===== config.mk =====
export PLATFORM = sky130hd
export DESIGN_NAME = inert_cal_seq
export DESIGN_NICKNAME = d
export VERILOG_FILES = /design/src/rtl/inert_cal_seq.sv
export SDC_FILE = /design/constraint.sdc
export NUM_CORES = 1
export LEC_CHECK = 0
export ABC_AREA = 1
export ABC_CLOCK_PERIOD_IN_PS = 1860
export CORE_MARGIN = 2
export CORE_UTILIZATION = 35
export CTS_BUF_LIST = sky130_fd_sc_hd__clkbuf_2 sky130_fd_sc_hd__clkbuf_4 sky130_fd_sc_hd__clkbuf_8
export DETAILED_ROUTE_END_ITERATION = 10
export PLACE_DENSITY = 0.55
export SLEW_MARGIN = 20
export SYNTH_ARGS = -nofsm -noshare
export SYNTH_HDL_FRONTEND = slang
export SYNTH_SLANG_ARGS = --single-unit
export TNS_END_PERCENT = 5

===== constraint.sdc =====
create_clock -name clk -period 1.86 [get_ports clk]
set_clock_uncertainty 0.15 [all_clocks]
set_input_delay 0.279 -clock clk [delete_from_list [all_inputs] [get_ports clk]]
set_output_delay 0.279 -clock clk [all_outputs]
set_load 0.02 [all_outputs]

===== src/rtl/inert_cal_seq.sv =====
// Calibration sequencer and LED status/display controller for inertial interface bring-up.
// Issues start pulses with bounded retries, then shows the heading or a failure blink.
module inert_cal_seq #(
    parameter int          HEAD_W    = 12,
    parameter int          LED_W     = 8,
    parameter logic [31:0] CAL_PAT   = 32'h0000_00A5,
    parameter int          CAL_TMO   = 50_000_000,
    parameter int          MAX_RETRY = 2,
    parameter int          BLINK_DIV = 12_500_000
) (
    input  logic              clk,
    input  logic              rst,
    input  logic              cal_done,
    input  logic [HEAD_W-1:0] heading,
    input  logic              mode_btn,
    input  logic              recal,
    output logic              strt_cal,
    output logic              cal_fail,
    output logic [1:0]        disp_mode,
    output logic [LED_W-1:0]  LED
);

    localparam int TW = (CAL_TMO > 1) ? $clog2(CAL_TMO) : 1;
    localparam int BW = (BLINK_DIV > 1) ? $clog2(BLINK_DIV) : 1;
    localparam int RW = (MAX_RETRY > 0) ? $clog2(MAX_RETRY + 1) : 1;

    localparam logic [TW-1:0]    TMO_LAST   = TW'(CAL_TMO - 1);
    localparam logic [BW-1:0]    BLINK_LAST = BW'(BLINK_DIV - 1);
    localparam logic [RW-1:0]    RETRY_MAX  = RW'(MAX_RETRY);
    localparam logic [LED_W-1:0] CAL_LED    = LED_W'(CAL_PAT);

    localparam logic [2:0] IDLE = 3'd0;
    localparam logic [2:0] CAL  = 3'd1;
    localparam logic [2:0] DISP = 3'd2;
    localparam logic [2:0] FAIL = 3'd3;

    logic [2:0]       state;
    logic [TW-1:0]    tmo_cnt;
    logic [RW-1:0]    retry;
    logic [BW-1:0]    blink_cnt;
    logic             blink_phase;
    logic [LED_W-1:0] snapshot;

    // Blink state restarts on every entry into FAIL so the first half-period is always dark.
    always_ff @(posedge clk) begin
        if (rst) begin
            state       <= IDLE;
            tmo_cnt     <= '0;
            retry       <= '0;
            disp_mode   <= 2'd0;
            snapshot    <= '0;
            blink_cnt   <= '0;
            blink_phase <= 1'b0;
        end else if (recal) begin
            state       <= IDLE;
            tmo_cnt     <= '0;
            retry       <= '0;
            blink_cnt   <= '0;
            blink_phase <= 1'b0;
        end else begin
            blink_cnt   <= '0;
            blink_phase <= 1'b0;
            case (state)
                IDLE: begin
                    state   <= CAL;
                    tmo_cnt <= '0;
                end
                CAL: begin
                    if (cal_done) begin
                        state <= DISP;
                    end else if (tmo_cnt == TMO_LAST) begin
                        if (retry < RETRY_MAX) begin
                            retry <= retry + 1'b1;
                            state <= IDLE;
                        end else begin
                            state <= FAIL;
                        end
                    end else begin
                        tmo_cnt <= tmo_cnt + 1'b1;
                    end
                end
                DISP: begin
                    if (mode_btn) begin
                        if (disp_mode == 2'd1) begin
                            snapshot <= heading[HEAD_W-1 -: LED_W];
                        end
                        disp_mode <= (disp_mode >= 2'd2) ? 2'd0 : disp_mode + 2'd1;
                    end
                end
                FAIL: begin
                    if (blink_cnt == BLINK_LAST) begin
                        blink_cnt   <= '0;
                        blink_phase <= ~blink_phase;
                    end else begin
                        blink_cnt   <= blink_cnt + 1'b1;
                        blink_phase <= blink_phase;
                    end
                end
                default: state <= IDLE;
            endcase
        end
    end

    assign strt_cal = !rst && (state == IDLE);
    assign cal_fail = (state == FAIL);

    always_comb begin
        LED = CAL_LED;
        case (state)
            DISP: begin
                case (disp_mode)
                    2'd1:    LED = heading[LED_W-1:0];
                    2'd2:    LED = snapshot;
                    default: LED = heading[HEAD_W-1 -: LED_W];
                endcase
            end
            FAIL:    LED = {LED_W{blink_phase}};
            default: LED = CAL_LED;
        endcase
    end

endmodule

**After elaboration in Yosys (flattened, before gate mapping)**

Cells that the tools add are included.

- Add/sub/neg operators: 4
- Magnitude comparators: 2
- Equality and inequality tests: 10
- Mux-type cells: 10
- Bitwise logic cells: 5
- Reduce and logical (&&, ||, !) cells: 13

Operators by type and width:

| cell | count |
|---|---|
| $mux W26 | 2 |
| $pmux W26 S2 | 1 |
| $pmux W8 S2 | 2 |
| $add A26 B1 Y26 const B | 1 |
| $eq A26 B26 Y1 const B | 1 |
| $add A24 B1 Y24 const B | 1 |
| $eq A24 B24 Y1 const B | 1 |
| $pmux W3 S3 | 1 |
| $reduce_and A4 Y1 | 2 |
| $eq A3 B2 Y1 const B | 2 |
| $mux W3 | 2 |
| $reduce_and A3 Y1 | 2 |
| $not A1 Y1 | 5 |
| $add A2 B1 Y2 const B | 2 |
| $mux W2 | 2 |
| $ne A2 B2 Y1 const B | 2 |
| $reduce_or A2 Y1 | 2 |
| $reduce_or A4 Y1 | 1 |
| $eq A3 B1 Y1 const B | 1 |
| $logic_not A3 Y1 | 1 |
| $ne A3 B3 Y1 const B | 1 |
| $reduce_or A3 Y1 | 1 |
| $eq A2 B1 Y1 const B | 1 |
| $eq A2 B2 Y1 const B | 1 |
| 6 further kinds | 6 |

- Bits in registers: 66
- Bits of input ports: 17
- Word-level logic and storage cells: 51

**Longest topological paths before layout**

Gate-level depths: netlist (run 1).

- Depth in word-level cells: 5
- Gate-level depth with buffers: 12
- Mapped depth without buffers: 11

**Worst setup path after synthesis (run 1)**

Ideal clock, no wire load.

- Kind: reg-to-output
- From: register disp_mode[0]
- To: output LED[2]
- Data arrival time: 1.831 ns
- Setup slack: -0.400 ns
- Cell stages (with the launch flop): 7
- Cell sequence: dfxtp_1 inv_1 ha_1 inv_1 clkbuf_1 a21oi_1 o21ai_0

- Word-level cells in the longest chain between the ends: 3

RTL lines:

| what | line | text |
|---|---|---|
| start, declared | 19 | `output logic [1:0] disp_mode,` |
| start signal, assigned | 87 | `disp_mode <= (disp_mode >= 2'd2) ? 2'd0 : disp_mode + 2'd1;` |
| $eq A2 B2 Y1 or $eq A2 B1 Y1 (tied branches) | 111 | `case (disp_mode)` |
| $pmux W8 S2 (*) | 111 |  |
| $pmux W8 S2 (*) | 109 | `case (state)` |
| end, declared | 20 | `output logic [LED_W-1:0] LED` |

Every way passes the cells marked *; elsewhere a longest branch is shown, timed or not.

**Final worst setup path (run 1)**

- From: register disp_mode[0]
- To: output LED[5]

The elaborated chain is that of the path after synthesis.

==> impl_metrics.ini, run 1 <==
[run_status]
status = finished with violations
violations = negative setup slack

[clocking]
cts-htree-levels = 3
cts_tree = built
clk_latency_ns = 0.37
root_buffer = clkbuf_8
numCtsBuffers = 9
clkTransAtPathRegs_ns = 0.08
cts_buffer_depth = 2
ctsHoldBuffers = 0
cts.sinks = 65

[placement]
dpl.hpwl_um = 7950
pre_cts_slack_ns = -0.416
port_buffers = 28
gp_congestion = 0.894
dp_cells = 837

[worst_hold_path]
whs_path_depth = 2
hold_class = flop to flop

[sta]
setup_slack_ns = -0.250
fin_crit_sh_pct = 113
worst_pin_slew_ns = 0.371
timing.fmax_mhz = 474
maxSlewViolCount = 0
rsz0062_at_grt = true
hold_viol_final = 0
timing.final.crit_period_ns = 2.11
final-setup-viol-count = 8
slew_headroom_pct = 75.3

[detailed_routing]
dr_total_vias = 4146
drc = 0
finalWirelength_um = 10800
vias_per_cell = 4.85
wl_per_cell_um = 12.7
drtPass1Iterations = 4
ant_nets = 0
drtIter0Drc = 246

[finish]
nets = 730
drive_gt1_share_pct = 19.9
fin_util_pct = 45.3
area_growth_pct = 27.1
seqCellArea_um2 = 1310
antenna_cells = 0
fillers = 1196
stdcell_count = 855
multi_input_area_um2 = 2450

[setup_path]
arrival_ns = 1.68
path_max_fanout = 6
cp-end-kind = output pin
crit_family = flip-flops
slowest_stage = dfxtp_4
ff2ff_path_depth = 10
critical_path_class = flop to output pin
max_stage_delay_ns = 0.37
rrSetupSlack_ns = 0
startpoint_type = flop
cp.depth = 6
worst_ep_required_time_ns = 1.43
cp_num_buf_inv = 3
path_cells = inv_4 > ha_4 > clkinvlp_4 > a221oi_2 > o21ai_2 > buf_6

[pwr]
seqPwrFrac_pct = 46.2
clkPwrFrac_pct = 46.8
p_int_uw = 2280
p_leak_uw = 0.00184
powerDensity_nw_per_um2 = 588
vdd_ir_drop_max_mv = 0.477
switchingPower_uw = 747
p_sw_share_pct = 24.7
combPwrFrac_pct = 7.0

[synthesis]
seq_area_frac_synth_pct = 32.1
syn_area_um2 = 4050
synth-async-reset-ratio_pct = 0
synth_edf_count = 0
synthFlopType = dfxtp_1
yosysWarnings = 0
yosys_register_bits = 65
syn_inst = 626
avgSynthCellArea_um2 = 6.47
ys_types = 36
syn_nets = 649

[floorplan]
initial_utilization_pct = 35.6
dieHeight_um = 112
die_area_um2 = 12400
rows = 39
die_x_um = 112
io_pins = 29
core-area_um2 = 11400

[grt]
grt_usage_pct = 18.1
grt_pass1_wl_um = 18600
grt_overflow = 0
antenna_found_initial = 0
grt_max_degree = 27
first_global_vias = 3907

[job]
cap_viol_max_count = 0
==> state kept, by name, summed over array words and instances (netlist names) <==
signal	cells
blink_phase	1
state	2
blink_cnt	24
retry	2
snapshot	8
tmo_cnt	26
disp_mode	2
==> power groups by stage <==
| stage | clock network [uW] | logic (uW) | registers [uW] |
|---|---|---|---|
| 6_report | 1420 | 212 | 1400 |
| 5_1_grt | 1520 | 231 | 1400 |
| 4_1_cts | 1470 | 214 | 1400 |
| 3_5_place_dp | 0 | 211 | 1430 |
| 3_3_place_gp | 0 | 210 | 1430 |
| 2_1_floorplan | 0 | 107 | 1430 |
==> through the flow <==
step | TNS, ns | cell area, um2 | hold WS [ns] | total power (uW)
floorplan | -0.441 | 4060 | 0.207 | 1540
global placement | -2.77 | 4860 | 0.280 | 1640
detailed placement | -3.16 | 4860 | 0.289 | 1640
CTS | -1.71 | 5130 | 0.301 | 3080
global route | -5.67 | 5140 | 0.331 | 3150
finish | -1.58 | 5140 | 0.306 | 3020
==> worst register-to-register path, delay by kind of cell, from the launching register on <==
| kind | cells | cell delay (ns) |
|---|---|---|
| adders and majority gates | 1 | 0.20 |
| buffers and inverters | 2 | 0.22 |
| AOI/OAI and AO/OA | 1 | 0.12 |
| and+or+nand+nor | 6 | 0.74 |
| DFF | 1 | 0.35 |
==> layout by cell type, fill, tap and decap left out, types with 4 or more instances in the layout <==
master,Yosys,final
a211oi_1,5,5
a21oi_1,28,28
a21oi_2,10,10
a22o_1,4,4
buf_4,1,60
clkbuf_8,0,10
clkdlybuf4s50_1,0,16
dfxtp_1,65,63
inv_1,60,57
inv_2,7,8
nand2_1,161,161
nand2_4,4,4
nand3_1,49,49
nand3_2,10,10
nand4_1,18,18
nor2_1,109,108
nor2_2,6,7
nor3_1,13,13
o21ai_1,8,16
o21ai_2,0,4
xnor2_1,6,6
xor2_1,9,9
==> cell families (layout without fill, tap and decap cells) <==
| logic type | count (synthesis) | count (layout) | share of synthesized area, % |
|---|---|---|---|
| fa+ha+maj | 6 | 6 | 1.85 |
| buf+inv | 85 | 171 | 9.15 |
| xor+xnor | 15 | 15 | 3.25 |
| flops | 65 | 65 | 32.1 |
| compound gates | 75 | 75 | 11.3 |
| simple gates | 380 | 380 | 42.3 |
==> cell usage after synthesis (4+ instances only) <==
library cell	count	area share (%)
a211oi_1	5	0.93
nor2_2	6	0.93
nand3_1	49	6.1
inv_2	7	0.65
nand2_1	161	15
nand3_2	10	2.5
a21oi_2	10	2.2
nor2_1	109	10
o21ai_0	14	1.7
nand4_1	18	2.8
ha_1	6	1.9
a21oi_1	28	3.5
nor3_1	13	1.6
o21ai_1	8	0.99
xor2_1	9	1.9
inv_1	60	5.6
nand2_4	4	1.1
xnor2_1	6	1.3
clkbuf_1	6	0.56
dfxtp_1	65	32
a22o_1	4	0.87
buf_2	6	0.74
==> final timing paths <==
kind	from	endpoint
worst min-delay path	retry[0]	retry[0]
worst min register to register	retry[0]	retry[0]
worst max register to register	tmo_cnt[1]	tmo_cnt[24]
worst max-delay path	disp_mode[0]	LED[5]
==> per-layer routing <==
metal  GRT usage [%]  vias to the layer above  share of wire, %
met5               0                        -                 0
met4            6.01                        0               1.5
met3            4.68                       15               3.4
met2            29.1                       55                46
met1            23.7                     1893                49
li1                -                     2183                 -
==> timing repair <==
item                                    4_1_cts  5_1_grt
setup buffers                                 1        0
pin swaps                                     4        2
gates resized for setup                      64        4
cloned                                        1        0
endpoints found under the setup margin       11       42
==> final cells by class <==
cell class	count	area share, %
Tap cell	143	3.48
Timing Repair inverter	1	0.146
Clock buffer	10	2.68
Inverter	68	5.06
Timing Repair Buffer	86	13.9
Multi-Input combinational cell	476	47.6
Sequential cell	65	25.4
Clock inverter	6	1.75
No activity file was read; power rests on OpenSTA's default activity.
==> inputs of run 2 (changes only) <==
Settings changed: CORE_MARGIN 2 to unset.
==> impl_metrics.ini, run 2 (synthesis gave the netlist of run 1 again) <==
[detailed_routing]
drc = 0
wl_met2_um = 4980
drt-met1-wl_um = 5140
drtIter0Drc = 193
ant_nets = 0
vias_per_cell = 4.85
wl_met3_um = 438
drtPass1Iterations = 4
wl_per_cell_um = 12.5
dr_total_vias = 4140
highest_layer = met4
finalWirelength_um = 10700

[floorplan]
die_x_um = 110
core-area_um2 = 11000
die_area_um2 = 12000
initial_utilization_pct = 36.7
io_pins = 29
rows = 38
dieHeight_um = 110

[sta]
worst_pin_slew_ns = 0.384
fin_crit_sh_pct = 110
final-setup-viol-count = 8
tns_ns = -1.23
maxSlewViolCount = 0
timing.final.crit_period_ns = 2.05
worst_hold_slack_ns = 0.306
slew_headroom_pct = 74.4
timing.fmax_mhz = 488
hold_viol_final = 0
setup_slack_ns = -0.189
rsz0062_at_grt = true

[setup_path]
reg2reg_to = tmo_cnt[18]
slowest_stage = dfxtp_4
r2r-start = tmo_cnt[1]
worst_ep_required_time_ns = 1.43
ff2ff_path_depth = 11
rrSetupSlack_ns = 0.11
cp-end-kind = output pin
path_max_fanout = 4
max_stage_delay_ns = 0.38
path_cells = inv_4 > ha_4 > buf_4 > o21ai_1 > o21ai_1 > buf_4
cp-endpoint = LED[4]
critical_path_class = flop to output pin
startpoint_type = flop
arrival_ns = 1.62
startpoint = disp_mode[0]

[grt]
grt_pass1_wl_um = 17600
grt_max_degree = 27
grt_usage_pct = 18.9
first_global_vias = 3797
antenna_found_initial = 0
grt_overflow = 0

[finish]
stdcell_count = 853
drive_gt1_share_pct = 22.2
fillers = 1155
seqCellArea_um2 = 1310
final_common_cell = nand2_1
largest_register = tmo_cnt
layout.cells.most_common_list = 160 x nand2_1, 105 x nor2_1, 60 x buf_4
reg_top3 = tmo_cnt (26), blink_cnt (24), snapshot (8)
nets = 731
area_growth_pct = 29.3
largest_reg_flops = 26
multi_input_area_um2 = 2520
fin_util_pct = 47.5
antenna_cells = 0
final_area_um2 = 5240

[worst_hold_path]
hold_class = flop to flop

[run_status]
violations = negative setup slack
status = finished with violations

[clocking]
cts_tree = built
numCtsBuffers = 9
root_buffer = clkbuf_8
cts.sinks = 65
clkTransAtPathRegs_ns = 0.08
cts-htree-levels = 3
cts_buffer_depth = 2
clk_latency_ns = 0.36
ctsHoldBuffers = 0

[pwr]
vdd_ir_drop_max_mv = 0.392
p_leak_uw = 0.00185
powerDensity_nw_per_um2 = 556

[placement]
port_buffers = 28
place_area_um2 = 4870
gp_congestion = 0.880
dpl.hpwl_um = 7980
dp_cells = 836

[job]
cap_viol_max_count = 0
-- run 2: cell count changes in the layout (fill, tap and decap cells not counted), moves of 3 or more --
| cell | change |
|---|---|
| inv_6 | +3 |
| buf_2 | -3 |
| o21ai_2 | +4 |
| nor2_1 | -3 |
| dfxtp_2 | +4 |
| dfxtp_1 | -4 |
| o21ai_1 | -4 |
| buf_6 | +5 |
-- run 2: power breakdown --
group	internal (uW)	switching, uW	total, uW
logic	91.2	131	222
registers	1390	2.88	1400
clock network	674	621	1290
total	2160	755	2910
-- run 2: critical path, delay by kind of cell (launching register included) --
family / cells / cell delay [ns]
compound gates: 2 / 0.21
fa+ha+maj: 1 / 0.30
buf+inv: 3 / 0.36
flops: 1 / 0.38
-- run 2: stage by stage --
step	power, uW	setup slack (ns)
4_1_cts	2970	-0.188
3_5_place_dp	1640	-0.406
3_3_place_gp	1640	-0.356
6_report	2910	-0.189
5_1_grt	3050	-0.261
2_1_floorplan	1540	-0.0848
-- run 2: layout make-up --
type	instances	area share, %
Clock buffer	10	2.63
Inverter	68	5.07
Timing Repair Buffer	88	14.4
Tap cell	140	3.35
Clock inverter	6	1.39
Multi-Input combinational cell	476	48.1
Sequential cell	65	25.0
-- run 2: repair_timing --
action	CTS	global route
setup buffers	0	1
setup endpoints to repair	11	57
gates resized for setup	64	33
pin swaps	1	6
-- run 2: worst min path at each step --
stage / cells past startpoint / endpoint / start / slack, ns
finish: 2 / retry[0] / retry[0] / 0.31
global route: 2 / retry[0] / retry[0] / 0.33
CTS: 2 / retry[0] / retry[0] / 0.31
detailed placement: 2 / retry[0] / retry[0] / 0.30
global placement: 2 / retry[0] / retry[0] / 0.28
floorplan: 1 / disp_mode[0] / rst / 0.21
-- run 2: layer usage --
metal	vias to the layer above	global-route usage, %
met5	-	0
met4	0	6.00
met3	12	4.86
met2	68	31.2
met1	1868	24.1
li1	2192	-
==> inputs of run 3 (changes only) <==
Settings changed: ABC_CLOCK_PERIOD_IN_PS 1860 to unset, CELL_PAD_IN_SITES_DETAIL_PLACEMENT set to 0, CELL_PAD_IN_SITES_GLOBAL_PLACEMENT set to 1, PLACE_DENSITY 0.55 to 0.72.
==> impl_metrics.ini, run 3 (synthesis gave the netlist of run 1 again) <==
[run_status]
status = finished with violations
violations = negative setup slack

[setup_path]
max_stage_delay_ns = 0.37
arrival_ns = 1.68
cp-end-kind = output pin
path_common_cell = a21oi_1
path_max_fanout = 9
slowest_stage = dfxtp_4
critical_path_class = flop to output pin
path_cells = buf_4 > ha_4 > nand2_1 > a21oi_1 > a21oi_1 > o21ai_2 > buf_6
worst_ep_required_time_ns = 1.43
startpoint_type = flop

[placement]
port_buffers = 28
dpl.hpwl_um = 8190
gp_congestion = 0.828
pre_cts_slack_ns = -0.452

[finish]
fin_util_pct = 47.5
final_common_cell = nand2_1
nets = 733
layout.cells.most_common_list = 158 x nand2_1, 105 x nor2_1, 59 x buf_4
area_growth_pct = 29.3
largest_register = tmo_cnt
largest_reg_flops = 26
reg_top3 = tmo_cnt (26), blink_cnt (24), snapshot (8)
antenna_cells = 0
drive_gt1_share_pct = 22.4

[clocking]
cts-htree-levels = 3
numCtsBuffers = 9
clkTransAtPathRegs_ns = 0.08
clk_latency_ns = 0.36
cts_buffer_depth = 2
cts_tree = built
ctsHoldBuffers = 0
cts.sinks = 65
root_buffer = clkbuf_8

[detailed_routing]
ant_nets = 0
wl_per_cell_um = 12.9
drtPass1Iterations = 5
dr_total_vias = 4191
vias_per_cell = 4.90
drc = 0
drtIter0Drc = 241
finalWirelength_um = 11100

[pwr]
switchingPower_uw = 746
clkPwrFrac_pct = 47.3
vdd_ir_drop_max_mv = 0.355
p_int_uw = 2320
powerDensity_nw_per_um2 = 585
combPwrFrac_pct = 7.1
p_sw_share_pct = 24.4
seqPwrFrac_pct = 45.5
p_leak_uw = 0.00186

[sta]
setup_slack_ns = -0.244
slew_headroom_pct = 73.0
maxSlewViolCount = 0
timing.final.crit_period_ns = 2.10
hold_viol_final = 0
timing.fmax_mhz = 475
rsz0062_at_grt = true
final-setup-viol-count = 8
fin_crit_sh_pct = 113
worst_pin_slew_ns = 0.405

[grt]
grt_usage_pct = 20.0
antenna_found_initial = 0
grt_max_degree = 27
grt_overflow = 0
grt_pass1_wl_um = 18500
first_global_vias = 3896

[floorplan]
core-area_um2 = 11000
die_area_um2 = 12000
rows = 38
io_pins = 29
dieHeight_um = 110
die_x_um = 110
initial_utilization_pct = 36.7

[job]
cap_viol_max_count = 0

[worst_hold_path]
hold_class = flop to flop
## run 3: changes by cell type in the layout (fill, tap and decap cells not counted), sizes merged
cell,delta
clkinvlp,+1
bufinv,+1
buf,+1
clkbuf,+1
inv,-2
## run 3: worst paths after layout
kind	cells past startpoint	to	slack, ns	start
worst max-delay path	7	LED[2]	-0.24	disp_mode[0]
worst min-delay path	2	retry[0]	0.30	retry[0]
worst max register to register	10	tmo_cnt[17]	0.11	tmo_cnt[12]
worst min register to register	2	retry[0]	0.30	retry[0]
## run 3: critical path, delay by kind of cell, from the launching register on
family	cells	cell delay, ns
AOI/OAI and AO/OA	3	0.39
DFF	1	0.37
adders and majority gates	1	0.21
and+or+nand+nor	1	0.08
buffers and inverters	2	0.27
## run 3: what timing repair did
action	in CTS	in global routing
gates cloned	1	0
resized for setup	68	21
pin swaps	4	2
setup endpoints to repair	11	60
buffers inserted	1	0
## run 3: metrics by stage
stage                     std cells  hold slack, ns  total power, uW  cell area (um2)  TNS (ns)
after detailed placement        837           0.290             1640             4880     -3.24
after global placement          837           0.280             1640             4880     -2.77
after CTS                       855           0.300             3110             5170     -1.65
final                           855           0.298             3060             5240     -1.62
after floorplan                 626           0.207             1540             4060    -0.441
after global routing            855           0.309             3190             5240     -2.27
## run 3: area by class of cell
class                   count  area (um2)
inverters                  68         260
flip-flops and latches     65        1310
fillers                  1173        5800
clock inverters             5        85.1
repair buffers             89         746
multi-input cells         476        2500
repair inverters            1        7.51
well taps                 140         175
clock buffers              11         151
## run 3: routing by layer
metal	global-route usage [%]	up-vias	share of wire (%)
li1	-	2188	-
met3	4.68	21	3.8
met1	27.1	1920	51
met5	0	-	0
met2	30.9	62	44
met4	7.33	0	2.0
## run 3: power groups by stage
| stage | logic (uW) | clock network, uW | registers, uW |
|---|---|---|---|
| 5_1_grt | 233 | 1560 | 1400 |
| 3_5_place_dp | 209 | 0 | 1430 |
| 2_1_floorplan | 107 | 0 | 1430 |
| 4_1_cts | 212 | 1500 | 1400 |
| 6_report | 218 | 1450 | 1400 |
| 3_3_place_gp | 210 | 0 | 1430 |
